--- src/rtl/route_arbiter_pkg.sv ---
// Shared router definitions: arbiter state encoding, mux select encoding, data width.
// Latency: n/a (types and constants only).
// Backpressure: n/a.
package route_arbiter_pkg;

    // Arbiter FSM states
    typedef enum logic [1:0] {
        IDLE  = 2'd0,   // no token outstanding
        ISSUE = 2'd1,   // token offered to the mux
        BUSY  = 2'd2    // token accepted, waiting for the mux to finish the send
    } state_t;

    // Select encoding on the mux select channel; the mux decodes the same values
    localparam logic SEL_X = 1'b0;
    localparam logic SEL_Y = 1'b1;

    // Router data path width
    localparam int DATA_W = 11;

    // Burst counter width and saturation point
    localparam int         RUN_W   = 4;
    localparam logic [3:0] RUN_MAX = 4'hF;

    // Saturating increment for the burst counter
    function automatic logic [RUN_W-1:0] run_inc(input logic [RUN_W-1:0] v);
        return (v == RUN_MAX) ? v : v + 4'd1;
    endfunction

endpackage

--- src/rtl/route_arbiter_if.sv ---
// Request / select-token / completion bundle between the input ports, the arbiter and the output mux.
// Latency: n/a (wires only).
// Backpressure: sel_valid/sel_ready handshake on the select token.
interface route_arbiter_if;
    import route_arbiter_pkg::*;

    logic x_req;
    logic y_req;
    logic sel_valid;
    logic sel_data;
    logic sel_ready;
    logic done;
    logic busy;
    logic err;

    // Arbiter side
    modport master (
        input  x_req, y_req, sel_ready, done,
        output sel_valid, sel_data, busy, err
    );

    // Port / mux side
    modport slave (
        output x_req, y_req, sel_ready, done,
        input  sel_valid, sel_data, busy, err
    );

endinterface

--- src/rtl/route_arbiter_rr_pick.sv ---
// Round-robin port choice with a burst allowance for the port granted last.
// Latency: combinational.
// Backpressure: none; the caller decides when the choice is consumed.
module rr_pick
    import route_arbiter_pkg::*;
#(
    parameter int BURST = 1
) (
    input  logic             x_req,
    input  logic             y_req,
    input  logic             last,
    input  logic [RUN_W-1:0] run,
    output logic             grant_valid,
    output logic             grant_port
);

    localparam logic [RUN_W-1:0] BURST_L = RUN_W'(BURST);

    // Choose a port: a lone requester always wins; under contention `last` keeps
    // the link while its burst has started and not yet reached BURST. A zero run
    // means `last` has no burst in progress (only true out of reset), so the
    // pointer hands the first contention to the other port, i.e. X.
    always_comb begin
        grant_valid = x_req | y_req;
        grant_port  = SEL_X;
        if (x_req && y_req) begin
            if ((run != '0) && (run < BURST_L)) begin
                grant_port = last;
            end else begin
                grant_port = ~last;
            end
        end else if (y_req) begin
            grant_port = SEL_Y;
        end
    end

endmodule

--- src/rtl/route_arbiter.sv ---
// Arbitrates ports X/Y onto one output link by issuing one select token per packet to the 2:1 mux.
// Latency: request to sel_valid 1 cycle; minimum token spacing 3 cycles; all outputs registered.
// Backpressure: token held stable until sel_ready; next token held off until done or watchdog expiry.
module route_arbiter
    import route_arbiter_pkg::*;
#(
    parameter int BURST   = 1,
    parameter int TIMEOUT = 255
) (
    input  logic            clk,
    input  logic            rst,
    route_arbiter_if.master bus
);

    localparam logic [15:0] WD_LIMIT = 16'(TIMEOUT);

    state_t           state, state_nxt;
    logic             last, last_nxt;
    logic [RUN_W-1:0] run, run_nxt;
    logic [15:0]      wd, wd_nxt;
    logic [15:0]      wd_inc;
    logic             sel_valid_q, sel_valid_nxt;
    logic             sel_data_q, sel_data_nxt;
    logic             err_q, err_nxt;
    logic             grant_valid;
    logic             grant_port;

    rr_pick #(
        .BURST (BURST)
    ) u_pick (
        .x_req       (bus.x_req),
        .y_req       (bus.y_req),
        .last        (last),
        .run         (run),
        .grant_valid (grant_valid),
        .grant_port  (grant_port)
    );

    assign wd_inc = wd + 16'd1;

    // State and output registers; reset leaves X ahead in the first contention
    always_ff @(posedge clk or posedge rst) begin
        if (rst) begin
            state       <= IDLE;
            last        <= SEL_Y;
            run         <= '0;
            wd          <= '0;
            sel_valid_q <= 1'b0;
            sel_data_q  <= SEL_X;
            err_q       <= 1'b0;
        end else begin
            state       <= state_nxt;
            last        <= last_nxt;
            run         <= run_nxt;
            wd          <= wd_nxt;
            sel_valid_q <= sel_valid_nxt;
            sel_data_q  <= sel_data_nxt;
            err_q       <= err_nxt;
        end
    end

    // Next-state logic: grant in IDLE, hold token in ISSUE, await done or watchdog in BUSY
    always_comb begin
        state_nxt     = state;
        last_nxt      = last;
        run_nxt       = run;
        wd_nxt        = wd;
        sel_valid_nxt = sel_valid_q;
        sel_data_nxt  = sel_data_q;
        err_nxt       = err_q;
        unique case (state)
            IDLE: begin
                if (grant_valid) begin
                    state_nxt     = ISSUE;
                    sel_valid_nxt = 1'b1;
                    sel_data_nxt  = grant_port;
                    run_nxt       = (grant_port == last) ? run_inc(run) : 4'd1;
                    last_nxt      = grant_port;
                end
            end
            ISSUE: begin
                // requests are not looked at here; a dropped request keeps its token
                if (bus.sel_ready) begin
                    state_nxt     = BUSY;
                    sel_valid_nxt = 1'b0;
                    wd_nxt        = '0;
                end
            end
            BUSY: begin
                wd_nxt = wd_inc;
                if (bus.done) begin
                    // completion wins over a watchdog expiry in the same cycle
                    state_nxt = IDLE;
                end else if (wd_inc == WD_LIMIT) begin
                    state_nxt = IDLE;
                    err_nxt   = 1'b1;
                end
            end
            default: begin
                state_nxt     = IDLE;
                sel_valid_nxt = 1'b0;
            end
        endcase
    end

    assign bus.sel_valid = sel_valid_q;
    assign bus.sel_data  = sel_data_q;
    assign bus.busy      = (state != IDLE);
    assign bus.err       = err_q;

endmodule

--- src/flat_wrapper.sv ---
// flat-port wrapper written by rule: the top's interface ports become plain ports
module route_arbiter_flat import route_arbiter_pkg::*;
#(
    parameter int BURST   = 1,
    parameter int TIMEOUT = 255
)
  (clk, rst, bus_x_req, bus_y_req, bus_sel_ready, bus_done, bus_sel_valid, bus_sel_data, bus_busy, bus_err);
  route_arbiter_if bus_i ();
  input  logic clk;
  input  logic rst;
  input wire logic [$bits(bus_i.x_req)-1:0] bus_x_req;
  input wire logic [$bits(bus_i.y_req)-1:0] bus_y_req;
  input wire logic [$bits(bus_i.sel_ready)-1:0] bus_sel_ready;
  input wire logic [$bits(bus_i.done)-1:0] bus_done;
  output wire logic [$bits(bus_i.sel_valid)-1:0] bus_sel_valid;
  output wire logic [$bits(bus_i.sel_data)-1:0] bus_sel_data;
  output wire logic [$bits(bus_i.busy)-1:0] bus_busy;
  output wire logic [$bits(bus_i.err)-1:0] bus_err;
  assign bus_i.x_req = bus_x_req;
  assign bus_i.y_req = bus_y_req;
  assign bus_i.sel_ready = bus_sel_ready;
  assign bus_i.done = bus_done;
  assign bus_sel_valid = bus_i.sel_valid;
  assign bus_sel_data = bus_i.sel_data;
  assign bus_busy = bus_i.busy;
  assign bus_err = bus_i.err;
  route_arbiter #(.BURST(BURST), .TIMEOUT(TIMEOUT)) u_core (.clk(clk), .rst(rst), .bus(bus_i));
endmodule
--- config.mk ---
export PLATFORM = sky130hd
export DESIGN_NAME = route_arbiter_flat
export DESIGN_NICKNAME = d
export VERILOG_FILES = /design/src/rtl/route_arbiter_pkg.sv /design/src/rtl/route_arbiter_if.sv /design/src/rtl/route_arbiter_rr_pick.sv /design/src/rtl/route_arbiter.sv /design/src/flat_wrapper.sv
export SDC_FILE = /design/constraint.sdc
export NUM_CORES = 1
export LEC_CHECK = 0
export CORE_AREA = 5 5 80 82
export DETAILED_ROUTE_END_ITERATION = 8
export DIE_AREA = 0 0 85 87
export GPL_TIMING_DRIVEN = 0
export PLACE_DENSITY = 0.52
export SYNTH_ARGS = -nofsm -noshare
export SYNTH_HDL_FRONTEND = slang
export SYNTH_SLANG_ARGS = --single-unit
--- constraint.sdc ---
create_clock -name clk -period 2.4 [get_ports clk]
set_input_delay 0.72 -clock clk [delete_from_list [all_inputs] [get_ports clk]]
set_output_delay 0.72 -clock clk [all_outputs]
set_load 0.02 [all_outputs]
### Yosys cells after proc, flatten, opt, wreduce, memory -nomap -nowiden

Cells that the tools add are included.

| word-level totals | value |
|---|---|
| register bits after elaboration | 26 |
| input bits | 6 |
| logic and storage cells | 50 |

| cells by class | value |
|---|---|
| add/subtract/negate cells | 2 |
| magnitude comparators | 1 |
| equal/unequal tests | 9 |
| muxes and demuxes | 15 |
| bitwise gates (word level) | 4 |
| reduce and logical (&&, ||, !) cells | 12 |

Operators by type and width:

| operator | count |
|---|---|
| $pmux 16 s2 | 1 |
| $add 16x1->16 const B | 1 |
| $eq 16x8->1 const B | 1 |
| $mux 16 | 1 |
| $reduce_and 3->1 | 4 |
| $mux 2 | 4 |
| $mux 4 | 2 |
| $pmux 2 s3 | 1 |
| $mux 1 | 5 |
| $add 4x1->4 const B | 1 |
| $eq 4x4->1 const B | 1 |
| $lt 4x1->1 const B | 1 |
| $ne 2x2->1 const B | 2 |
| $reduce_and 2->1 | 2 |
| $reduce_bool 2->1 | 2 |
| $reduce_bool 4->1 | 1 |
| $ne 3x2->1 const B | 1 |
| $not 1->1 | 3 |
| $pmux 1 s3 | 1 |
| $eq 2x1->1 const B | 1 |
| $eq 2x2->1 const B | 1 |
| $logic_and 1x1->1 | 2 |
| $logic_not 2->1 | 1 |
| $ne 2x1->1 const B | 1 |
| other kinds (2) | 2 |

### Longest topological paths before layout

Gate-level depths: netlist (run 1).

| depth | value |
|---|---|
| word-level depth | 7 |
| depth in mapped cells | 9 |

### Modules after synthesis

A second synthesis (run 1) with hierarchy kept.

| second synthesis, totals | value |
|---|---|
| cells, all modules | 159 |
| area total of the unflattened synthesis | 1485.2 µm² |

Modules (own cells, without submodules):

| module | times used | cells each | area each (µm²) |
|---|---|---|---|
| route_arbiter | 1 | 157 | 1471.4 |
| rr_pick | 1 | 2 | 13.8 |

### Worst setup path before layout (run 1)

OpenSTA, ideal clock, no wires.

| path | value |
|---|---|
| path type | register to register |
| start | reg u_core.wd[0] |
| end | reg u_core.state[1] |
| setup time | 0.132 ns |
| arrival time | 1.725 ns |
| slack | 0.543 ns |
| cell stages (with the launch flop) | 10 |
| buffers on the path | 2 |
| cells stage by stage | dfrtp_1 > ha_1 > buf_2 > and4_1 > clkbuf_1 > nand4_1 > nor3b_1 > o221ai_1 > nor4_2 > o31ai_1 |

| on the way | value |
|---|---|
| cells in the longest elaborated chain, start to end | 4 |

Ends and longest elaborated chain:

| what | line | RTL |
|---|---|---|
| from (decl) | route_arbiter.sv:20 | `logic [15:0] wd, wd_nxt;` |
| from (signal assigned) | route_arbiter.sv:55 | `wd <= wd_nxt;` |
| $add 16x1->16 | route_arbiter.sv:39 | `assign wd_inc = wd + 16'd1;` |
| $eq 16x8->1 | route_arbiter.sv:94 | `end else if (wd_inc == WD_LIMIT) begin` |
| $ne 3x2->1 (no source line) | n/a |  |
| $reduce_and 3->1 (no source line) | n/a |  |
| to (signal assigned) | route_arbiter.sv:52 | `state <= state_nxt;` |
| to (decl) | route_arbiter.sv:17 | `state_t state, state_nxt;` |

Every way passes these cells.
A chain may end at the register's enable or synchronous reset.

### Worst setup path in the final report (run 1)

| path | value |
|---|---|
| start | reg u_core.state[0] |
| end | out bus_busy |

| on the way | value |
|---|---|
| cells in the longest elaborated chain, start to end | 1 |

Ends and longest elaborated chain:

| what | line | RTL |
|---|---|---|
| $reduce_bool 2->1 | route_arbiter.sv:108 | `assign bus.busy = (state != IDLE);` |
| to (decl) | flat_wrapper.sv:17 | `output wire logic [$bits(bus_i.busy)-1:0] bus_busy;` |

Every way passes these cells.

==> run summary, run 1 <==
WORST SETUP PATH
--------------------------------------------------------------------------------
Standard cell with the maximum stage delay on the critical path ... sky130_fd_sc_hd__clkdlybuf4s50_1
CP Data Required Time .............................................      1.68 ns
Data arrival time of the worst path ...............................      1.55 ns
Cell breakdown of the critical path ............................... nor2_2 -> inv_1 -> clkdlybuf4s50_1
Kind of cell adding the most delay to the critical path ........... buffers and inverters
Max stage delay on crit path ......................................      0.54 ns
WP buf/inv ........................................................            2
Register-to-Register Setup Slack ..................................      0.24 ns
Critical register-to-register path startpoint ..................... u_core.wd[1]
Worst Setup End Kind .............................................. primary output
Worst reg-to-reg path cell count ..................................            7
Startpoint class of the critical path .............................     register
Path type of the worst setup path .................................   reg -> out
Critical path peak fanout .........................................            6
Endpoint of the most critical register-to-register path ........... u_core.state[1]

LOGIC SYNTHESIS
--------------------------------------------------------------------------------
Nets in the synthesized netlist ...................................          173
Sequential fraction of the synthesis area .........................        40.4%
Netlist cell types ................................................           35
Synthesized-area fraction occupied by xor and xnor cells ..........        3.21%
Multiplexer fraction of the synthesized cell area .................           0%
Adder and majority cell fraction of the synthesized area ..........        1.83%
Average instance area after synthesis .............................     8.28 um2
Share of the synthesized area in the top cell type ................        38.5%
Share of synthesized cell area in and, or, nand and nor gates .....        29.3%
Share of synthesized flip-flops with an asynchronous set or reset .         100%
Summed instance area of the synthesized netlist ...................  0.00137 mm2
Main combinational cell family by area after synthesis ............ simple AND/OR/NAND/NOR gates
Synthesized flop and latch total ..................................           22
Synth warn ........................................................            0
EDFF count, synth .................................................            0
Synthesized-area fraction occupied by ao, oa, aoi and oai cells ...        19.8%
Main flop type after synthesis .................................... sky130_fd_sc_hd__dfrtp_1
Leading cell types by total area after synthesis .................. sky130_fd_sc_hd__dfrtp_1 38%, sky130_fd_sc_hd__o21ai_0 9.2%, sky130_fd_sc_hd__nand2_1 8.0%
Cell type with the highest aggregate area in the netlist .......... sky130_fd_sc_hd__dfrtp_1
Cells after synthesis .............................................          165

ROUTE
--------------------------------------------------------------------------------
Vias ..............................................................         1228
Number of detailed-routing iterations run before antenna repair ...            5
Met1 wire length ..................................................      1630 um
Violation count after the first detailed-route iteration ..........          127
Count of nets left with antenna violations after detail routing ...            0
Vias per Instance .................................................         4.87
Routed wire length ................................................      3290 um
Metal2 WL .........................................................      1550 um
Highest routing layer actually used ...............................         met4
Routed wire length per instance ...................................      13.0 um
Wire length on met3 ...............................................        91 um
DRC Markers .......................................................            0

STA
--------------------------------------------------------------------------------
Pins Over Slew Limit ..............................................            0
Maximum clock rate ................................................      441 MHz
Unrepaired setup endpoints after global routing ...................        false
Rel. slew slack ...................................................        41.0%
Setup Viol. Count Final ...........................................            0
Transition time at the pin with the least slew margin .............     0.884 ns
Fin Clk Skew ......................................................   0.00524 ns
Final Hold Vio Count ..............................................            0
Worst Hold Slack ..................................................     0.476 ns
Final Critical Period .............................................      2.27 ns
Crit share post-route .............................................        94.4%
Total negative setup slack ........................................         0 ns

PWR
--------------------------------------------------------------------------------
Pwr Density .......................................................   839 mW/mm2
Combinational share of power ......................................        38.0%
Sequential group share of total power .............................        35.5%
Proportion of power drawn by the clock network ....................        26.5%
Cell internal power dissipation ...................................     0.845 mW
Switching power of the nets .......................................     0.515 mW
Maximum ir drop on the vdd rail ...................................     0.466 mV
Switching portion of total power ..................................        37.8%
Post-route total power ............................................      1.36 mW
Leak pwr ..........................................................     0.626 nW

PLACEMENT
--------------------------------------------------------------------------------
Gpl congestion ....................................................        0.804
Quantity of I/O buffers inserted on ports .........................            9
Number of placed instances, taps included .........................          249
Post-DP HPWL ......................................................      2250 um

FLOORPLANNING
--------------------------------------------------------------------------------
Overall die width .................................................        85 um
Area of the core ..................................................  0.00568 mm2
Full die area .....................................................  0.00740 mm2
Vert. Die Dim .....................................................        87 um
Effective utilization at floorplan ................................        24.1%
I/O pins ..........................................................           10
Site row count ....................................................           28

CLOCK TREE
--------------------------------------------------------------------------------
Clock insertion delay at the later pin of the skew report .........      0.27 ns
Buffer depth of the longest clock path ............................            2
Number of hold-repair buffers added at the cts stage ..............            0
Number of gates resized after cts .................................            0
Depth of the CTS H-tree ...........................................            1
Clock root buffer ................................................. sky130_fd_sc_hd__clkbuf_8
Clk pin slew, worst setup/hold paths ..............................      0.09 ns
Number of clock sinks seen by CTS .................................           22
Total setup buffers inserted after CTS ............................            0
CTS buffer count ..................................................            3
TritonCTS clock tree ..............................................         done

GLOBAL ROUTE
--------------------------------------------------------------------------------
Grt total ovfl ....................................................            0
Largest net degree at the start of global routing .................           23
Global-route wire length before repair ............................      5820 um
Global routing usage summed across all routing layers .............        9.47%
Antenna violations before repair ..................................            0
Via count of the first global-routing pass ........................         1234

WORST HOLD PATH
--------------------------------------------------------------------------------
Class of the worst hold path ......................................   reg -> reg
Hold-critical path endpoint ....................................... u_core.bus.err
Hold depth ........................................................            1
Worst Min Path Start .............................................. u_core.bus.err

STATUS
--------------------------------------------------------------------------------
Outcome ........................................................... complete, no violations

FINAL LAYOUT
--------------------------------------------------------------------------------
Number of nets in the layout ......................................          186
P&R area growth vs syn ............................................        18.6%
Fraction of layout instances using a drive strength above 1 .......        8.47%
Antenna diodes ....................................................            0
Final instance count without filler cells .........................          252

RUN
--------------------------------------------------------------------------------
Max_cap viols .....................................................            0

==> synthesized netlist by cell type, types with 2 or more instances <==
| cell | count |
|---|---|
| sky130_fd_sc_hd__nand2_1 | 29 |
| sky130_fd_sc_hd__o21ai_0 | 25 |
| sky130_fd_sc_hd__dfrtp_1 | 21 |
| sky130_fd_sc_hd__a21oi_1 | 7 |
| sky130_fd_sc_hd__clkbuf_1 | 7 |
| sky130_fd_sc_hd__nor2_1 | 7 |
| sky130_fd_sc_hd__nand3_1 | 5 |
| sky130_fd_sc_hd__nand4_1 | 5 |
| sky130_fd_sc_hd__o31ai_1 | 5 |
| sky130_fd_sc_hd__a31oi_1 | 4 |
| sky130_fd_sc_hd__and3_1 | 3 |
| sky130_fd_sc_hd__and4_1 | 3 |
| sky130_fd_sc_hd__buf_2 | 3 |
| sky130_fd_sc_hd__buf_4 | 3 |
| sky130_fd_sc_hd__inv_1 | 3 |
| sky130_fd_sc_hd__nand2b_1 | 3 |
| sky130_fd_sc_hd__nand4b_1 | 3 |
| sky130_fd_sc_hd__nor3_1 | 3 |
| sky130_fd_sc_hd__xnor2_1 | 3 |
| sky130_fd_sc_hd__and2_1 | 2 |
| sky130_fd_sc_hd__ha_1 | 2 |
| sky130_fd_sc_hd__nor3b_1 | 2 |
| sky130_fd_sc_hd__nor4_1 | 2 |
| sky130_fd_sc_hd__nor4_2 | 2 |
| sky130_fd_sc_hd__o22ai_1 | 2 |
| sky130_fd_sc_hd__xor2_1 | 2 |
==> cells in the final DEF (no fill, tap or decap), types with 2 or more instances in the layout <==
| cell | n |
|---|---|
| sky130_fd_sc_hd__nand4_1 | 5 |
| sky130_fd_sc_hd__nor4_1 | 2 |
| sky130_fd_sc_hd__and2_1 | 2 |
| sky130_fd_sc_hd__xnor2_1 | 3 |
| sky130_fd_sc_hd__and4_1 | 3 |
| sky130_fd_sc_hd__nor4_2 | 2 |
| sky130_fd_sc_hd__buf_4 | 3 |
| sky130_fd_sc_hd__o21ai_0 | 25 |
| sky130_fd_sc_hd__xor2_1 | 2 |
| sky130_fd_sc_hd__nor3_1 | 3 |
| sky130_fd_sc_hd__nor2_1 | 6 |
| sky130_fd_sc_hd__nand2_1 | 29 |
| sky130_fd_sc_hd__ha_1 | 2 |
| sky130_fd_sc_hd__inv_1 | 3 |
| sky130_fd_sc_hd__o22ai_1 | 2 |
| sky130_fd_sc_hd__clkbuf_1 | 6 |
| sky130_fd_sc_hd__nand4b_1 | 3 |
| sky130_fd_sc_hd__buf_2 | 3 |
| sky130_fd_sc_hd__o31ai_1 | 5 |
| sky130_fd_sc_hd__and3_1 | 3 |
| sky130_fd_sc_hd__clkbuf_8 | 3 |
| sky130_fd_sc_hd__a21oi_1 | 7 |
| sky130_fd_sc_hd__nor3b_1 | 2 |
| sky130_fd_sc_hd__dfrtp_1 | 21 |
| sky130_fd_sc_hd__clkdlybuf4s50_1 | 9 |
| sky130_fd_sc_hd__nand2b_1 | 3 |
| sky130_fd_sc_hd__a31oi_1 | 4 |
| sky130_fd_sc_hd__nand3_1 | 5 |
==> kinds of logic after synthesis <==
family,count (synthesis)
simple gates,73
compound gates,47
flops,22
buf+inv,16
xor+xnor,5
fa+ha+maj,2
==> worst max path at each step <==
| stage | slack, ns | startpoint | endpoint | depth (start not counted) |
|---|---|---|---|---|
| after floorplan | 0.54 | u_core.wd[0] | u_core.state[1] | 9 |
| after global placement | 0.16 | bus_sel_ready | u_core.wd[8] | 7 |
| after detailed placement | 0.14 | bus_sel_ready | u_core.wd[8] | 7 |
| after CTS | 0.03 | u_core.state[0] | bus_busy | 3 |
| after global routing | 0.003 | u_core.state[0] | bus_busy | 3 |
| final | 0.13 | u_core.state[0] | bus_busy | 3 |
==> flip-flops by register name, indices dropped and copies added, names as in the netlist <==
register and count:
u_core.bus.err 1, u_core.bus.sel_data 1, u_core.state 2, u_core.last 1, u_core.wd 16, u_core.bus.sel_valid 1
==> worst reg2reg max path: cells and delay by family (launching register included) <==
| family | cells | cell delay [ns] |
|---|---|---|
| AND/OR/NAND/NOR | 3 | 1.08 |
| AO/OA/AOI/OAI | 3 | 0.41 |
| flip-flops | 1 | 0.38 |
| buffers and inverters | 1 | 0.18 |
==> metal layers <==
layer	vias up	track usage, %
li1	624	-
met1	577	13.0
met2	23	16.2
met3	4	1.51
met4	0	1.15
met5	-	0
==> layout make-up <==
class                   instances  area, um2
plain buffers                  12       60.1
clock buffers                   3       41.3
clock inverters                 1       30.0
fillers                       630       4060
inverters                       3       11.3
multi-input cells             127        742
flip-flops and latches         22        552
well taps                      75       93.8
repair buffers                  9       90.1
==> through the flow <==
stage / utilization [%] / cell area [um2] / setup WS, ns
floorplan: - / 1370 / 0.543
global placement: 27.3 / 1550 / 0.163
detailed placement: 27.3 / 1550 / 0.141
CTS: 28.6 / 1620 / 0.0320
global route: 28.5 / 1620 / 0.00259
finish: 28.5 / 1620 / 0.135
==> power groups by stage <==
stage	clock, mW	sequential, mW	combinational, mW
2_1_floorplan	0	0.501	0.326
3_3_place_gp	0	0.489	0.516
3_5_place_dp	0	0.489	0.516
4_1_cts	0.369	0.482	0.520
5_1_grt	0.384	0.499	0.590
6_report	0.360	0.483	0.517
No activity file was read; power rests on OpenSTA's default activity.
==> run 2: changes to the inputs <==
- CORE_AREA: 5 5 80 82 -> 5 5 84 86
- DIE_AREA: 0 0 85 87 -> 0 0 89 91
- PLACE_DENSITY: 0.52 -> 0.51
- SYNTH_HIERARCHICAL: default -> 1
==> run summary, run 2 <==
STATUS
------------------------------------------------------------------------------
Outcome ......................................................... complete, no violations   unchanged

FINAL LAYOUT
------------------------------------------------------------------------------
Register with the most flip-flops ...............................    u_core/wd   was u_core.wd
Final instance count without filler cells .......................          227   was 252
Number of nets in the layout ....................................          159   was 186
P&R area growth vs syn ..........................................        20.1%   was 18.6%
Antenna diodes ..................................................            0   unchanged
Number of flip-flops in the largest register ....................           16   unchanged
Registers with the highest flip-flop counts ..................... u_core/wd (16), u_core/state (2)   was u_core.wd (16), u_core.state (2)
Leading cell types in the layout, fill and taps excluded ........ 25 x sky130_fd_sc_hd__o21ai_0, 21 x sky130_fd_sc_hd__dfrtp_1, 13 x sky130_fd_sc_hd__nor2_1   was 29 x sky130_fd_sc_hd__nand2_1, 25 x sky130_fd_sc_hd__o21ai_0, 21 x sky130_fd_sc_hd__dfrtp_1
Fill cell total of the finished layout ..........................          667   was 630
Fraction of layout instances using a drive strength above 1 .....        12.7%   was 8.47%
Commonest non-fill, non-tap cell in the layout .................. sky130_fd_sc_hd__o21ai_0   was sky130_fd_sc_hd__nand2_1
Core Util, Final ................................................        24.7%   was 28.5%

ROUTE
------------------------------------------------------------------------------
Vias ............................................................         1042   was 1228
Routed wire length per instance .................................      12.7 um   was 13.0 um
Vias per Instance ...............................................         4.59   was 4.87
Count of nets left with antenna violations after detail routing .            0   unchanged
DRC Markers .....................................................            0   unchanged
Routed wire length ..............................................      2880 um   was 3290 um
Number of detailed-routing iterations run before antenna repair .            4   was 5
Violation count after the first detailed-route iteration ........           40   was 127

CLOCK TREE
------------------------------------------------------------------------------
Clock insertion delay at the later pin of the skew report .......      0.27 ns   about the same
Clock root buffer ............................................... sky130_fd_sc_hd__clkbuf_8   unchanged
Total setup buffers inserted after CTS ..........................            0   unchanged
Buffer depth of the longest clock path ..........................            2   unchanged
Clk pin slew, worst setup/hold paths ............................      0.09 ns   about the same
Number of clock sinks seen by CTS ...............................           22   unchanged
Depth of the CTS H-tree .........................................            1   unchanged
CTS buffer count ................................................            3   unchanged
TritonCTS clock tree ............................................         done   unchanged

LOGIC SYNTHESIS
------------------------------------------------------------------------------
Nets in the synthesized netlist .................................          145   was 173
Cells after synthesis ...........................................          137   was 165
Summed instance area of the synthesized netlist .................  0.00128 mm2   was 0.00137 mm2
Average instance area after synthesis ...........................     9.32 um2   was 8.28 um2
Synth warn ......................................................            6   was 0

GLOBAL ROUTE
------------------------------------------------------------------------------
Global routing usage summed across all routing layers ...........        8.01%   was 9.47%
Via count of the first global-routing pass ......................         1073   was 1234
Largest net degree at the start of global routing ...............           23   unchanged
Global-route wire length before repair ..........................      5150 um   was 5820 um
Grt total ovfl ..................................................            0   unchanged
Antenna violations before repair ................................            0   unchanged

WORST HOLD PATH
------------------------------------------------------------------------------
Class of the worst hold path ....................................   reg -> reg   unchanged

PWR
------------------------------------------------------------------------------
Switching power of the nets .....................................     0.435 mW   was 0.515 mW
Combinational share of power ....................................        32.2%   was 38.0%
Leak pwr ........................................................     0.620 nW   was 0.626 nW
Proportion of power drawn by the clock network ..................        29.2%   was 26.5%
Maximum ir drop on the vdd rail .................................     0.340 mV   was 0.466 mV
Post-route total power ..........................................      1.24 mW   was 1.36 mW
Switching portion of total power ................................        35.0%   was 37.8%
Pwr Density .....................................................   809 mW/mm2   was 839 mW/mm2
Cell internal power dissipation .................................     0.806 mW   was 0.845 mW
Sequential group share of total power ...........................        38.7%   was 35.5%

WORST SETUP PATH
------------------------------------------------------------------------------
Standard cell with the maximum stage delay on the critical path . sky130_fd_sc_hd__clkdlybuf4s50_1   unchanged
Critical path peak fanout .......................................           10   was 6
Path type of the worst setup path ...............................    in -> reg   was reg -> out
CP Data Required Time ...........................................      2.56 ns   was 1.68 ns
Max stage delay on crit path ....................................      0.44 ns   was 0.54 ns
Data arrival time of the worst path .............................      2.36 ns   was 1.55 ns
Startpoint class of the critical path ...........................    input pin   was register
Worst Setup End Kind ............................................     register   was primary output
Cell breakdown of the critical path ............................. clkdlybuf4s50_1 -> nand3_1 -> and2_0 -> clkbuf_1 -> o21ai_0 -> o41ai_1   was nor2_2 -> inv_1 -> clkdlybuf4s50_1

STA
------------------------------------------------------------------------------
Worst Hold Slack ................................................     0.477 ns   was 0.476 ns
Unrepaired setup endpoints after global routing .................        false   unchanged
Pins Over Slew Limit ............................................            0   unchanged
Transition time at the pin with the least slew margin ...........     0.898 ns   was 0.884 ns
Maximum clock rate ..............................................      456 MHz   was 441 MHz
Final Critical Period ...........................................      2.19 ns   was 2.27 ns
Fin Clk Skew ....................................................   0.00181 ns   was 0.00524 ns
Rel. slew slack .................................................        40.1%   was 41.0%
Final Hold Vio Count ............................................            0   unchanged
Least setup slack across all paths after layout .................     0.205 ns   was 0.135 ns
Setup Viol. Count Final .........................................            0   unchanged
Crit share post-route ...........................................        91.4%   was 94.4%

FLOORPLANNING
------------------------------------------------------------------------------
Full die area ...................................................  0.00810 mm2   was 0.00740 mm2
Area of the core ................................................  0.00620 mm2   was 0.00568 mm2
Vert. Die Dim ...................................................        91 um   was 87 um
Overall die width ...............................................        89 um   was 85 um
Site row count ..................................................           29   was 28
I/O pins ........................................................           10   unchanged
Effective utilization at floorplan ..............................        20.6%   was 24.1%

PLACEMENT
------------------------------------------------------------------------------
Post-DP HPWL ....................................................      2000 um   was 2250 um
Pre-CTS WS ......................................................   -0.0858 ns   was 0.141 ns
Gpl congestion ..................................................        0.727   was 0.804
Number of placed instances, taps included .......................          223   was 249
Quantity of I/O buffers inserted on ports .......................            9   unchanged

RUN
------------------------------------------------------------------------------
Max_cap viols ...................................................            0   unchanged

==> run 2: final timing paths <==
| kind | to | cells after the start | start | slack, ns |
|---|---|---|---|---|
| max | u_core/wd[8] | 6 | bus_sel_ready | 0.21 |
| min in group asynchronous | u_core/wd[0] | 2 | rst | 0.93 |
| max reg2reg | u_core/state[1] | 7 | u_core/wd[0] | 0.30 |
| max in group asynchronous | u_core/wd[1] | 2 | rst | 0.92 |
| min reg2reg | u_core/bus.err | 1 | u_core/bus.err | 0.48 |
| min | u_core/bus.err | 1 | u_core/bus.err | 0.48 |
==> run 2: timing repair <==
| action | 4_1_cts | 5_1_grt |
|---|---|---|
| hold endpoints to repair | 0 | 0 |
| gates resized for setup | 1 | 0 |
| endpoints found under the setup margin | 1 | 0 |
| hold buffers | 0 | 0 |
==> run 2: area by class of cell <==
class                           instances  area, um2  area share (%)
Multi-Input combinational cell        107        686            44.7
Inverter                                3       11.3           0.735
Sequential cell                        22        552            36.0
Buffer                                  5       27.5            1.80
Timing Repair Buffer                    9       88.8            5.80
Clock inverter                          1       30.0            1.96
Tap cell                               77       96.3            6.29
Clock buffer                            3       41.3            2.69
==> run 2: per-stage QoR <==
step / setup TNS, ns / cell area (um2)
after floorplan: 0 / 1280
after CTS: 0 / 1530
after global routing: 0 / 1530
after global placement: -0.324 / 1460
after detailed placement: -0.379 / 1460
final: 0 / 1530
==> run 2: critical path: cells and delay by family <==
kind                   cells  cell delay [ns]
AOI/OAI and AO/OA          2             0.24
and+or+nand+nor            2             0.51
buffers and inverters      2             0.88
==> run 2: power by group through the flow <==
stage	registers (mW)	logic (mW)	clock network [mW]
floorplan	0.500	0.246	0
global placement	0.489	0.408	0
finish	0.480	0.399	0.362
detailed placement	0.488	0.411	0
global route	0.491	0.453	0.388
CTS	0.481	0.404	0.371
==> run 2: routing by layer <==
metal  vias to the layer above  GRT usage (%)  share of wire, %
met5                         -              0                 0
met2                         8           12.4                44
met4                         0           2.23               1.0
li1                        525              -                 -
met3                         4           2.44               3.3
met1                       505           10.7                52
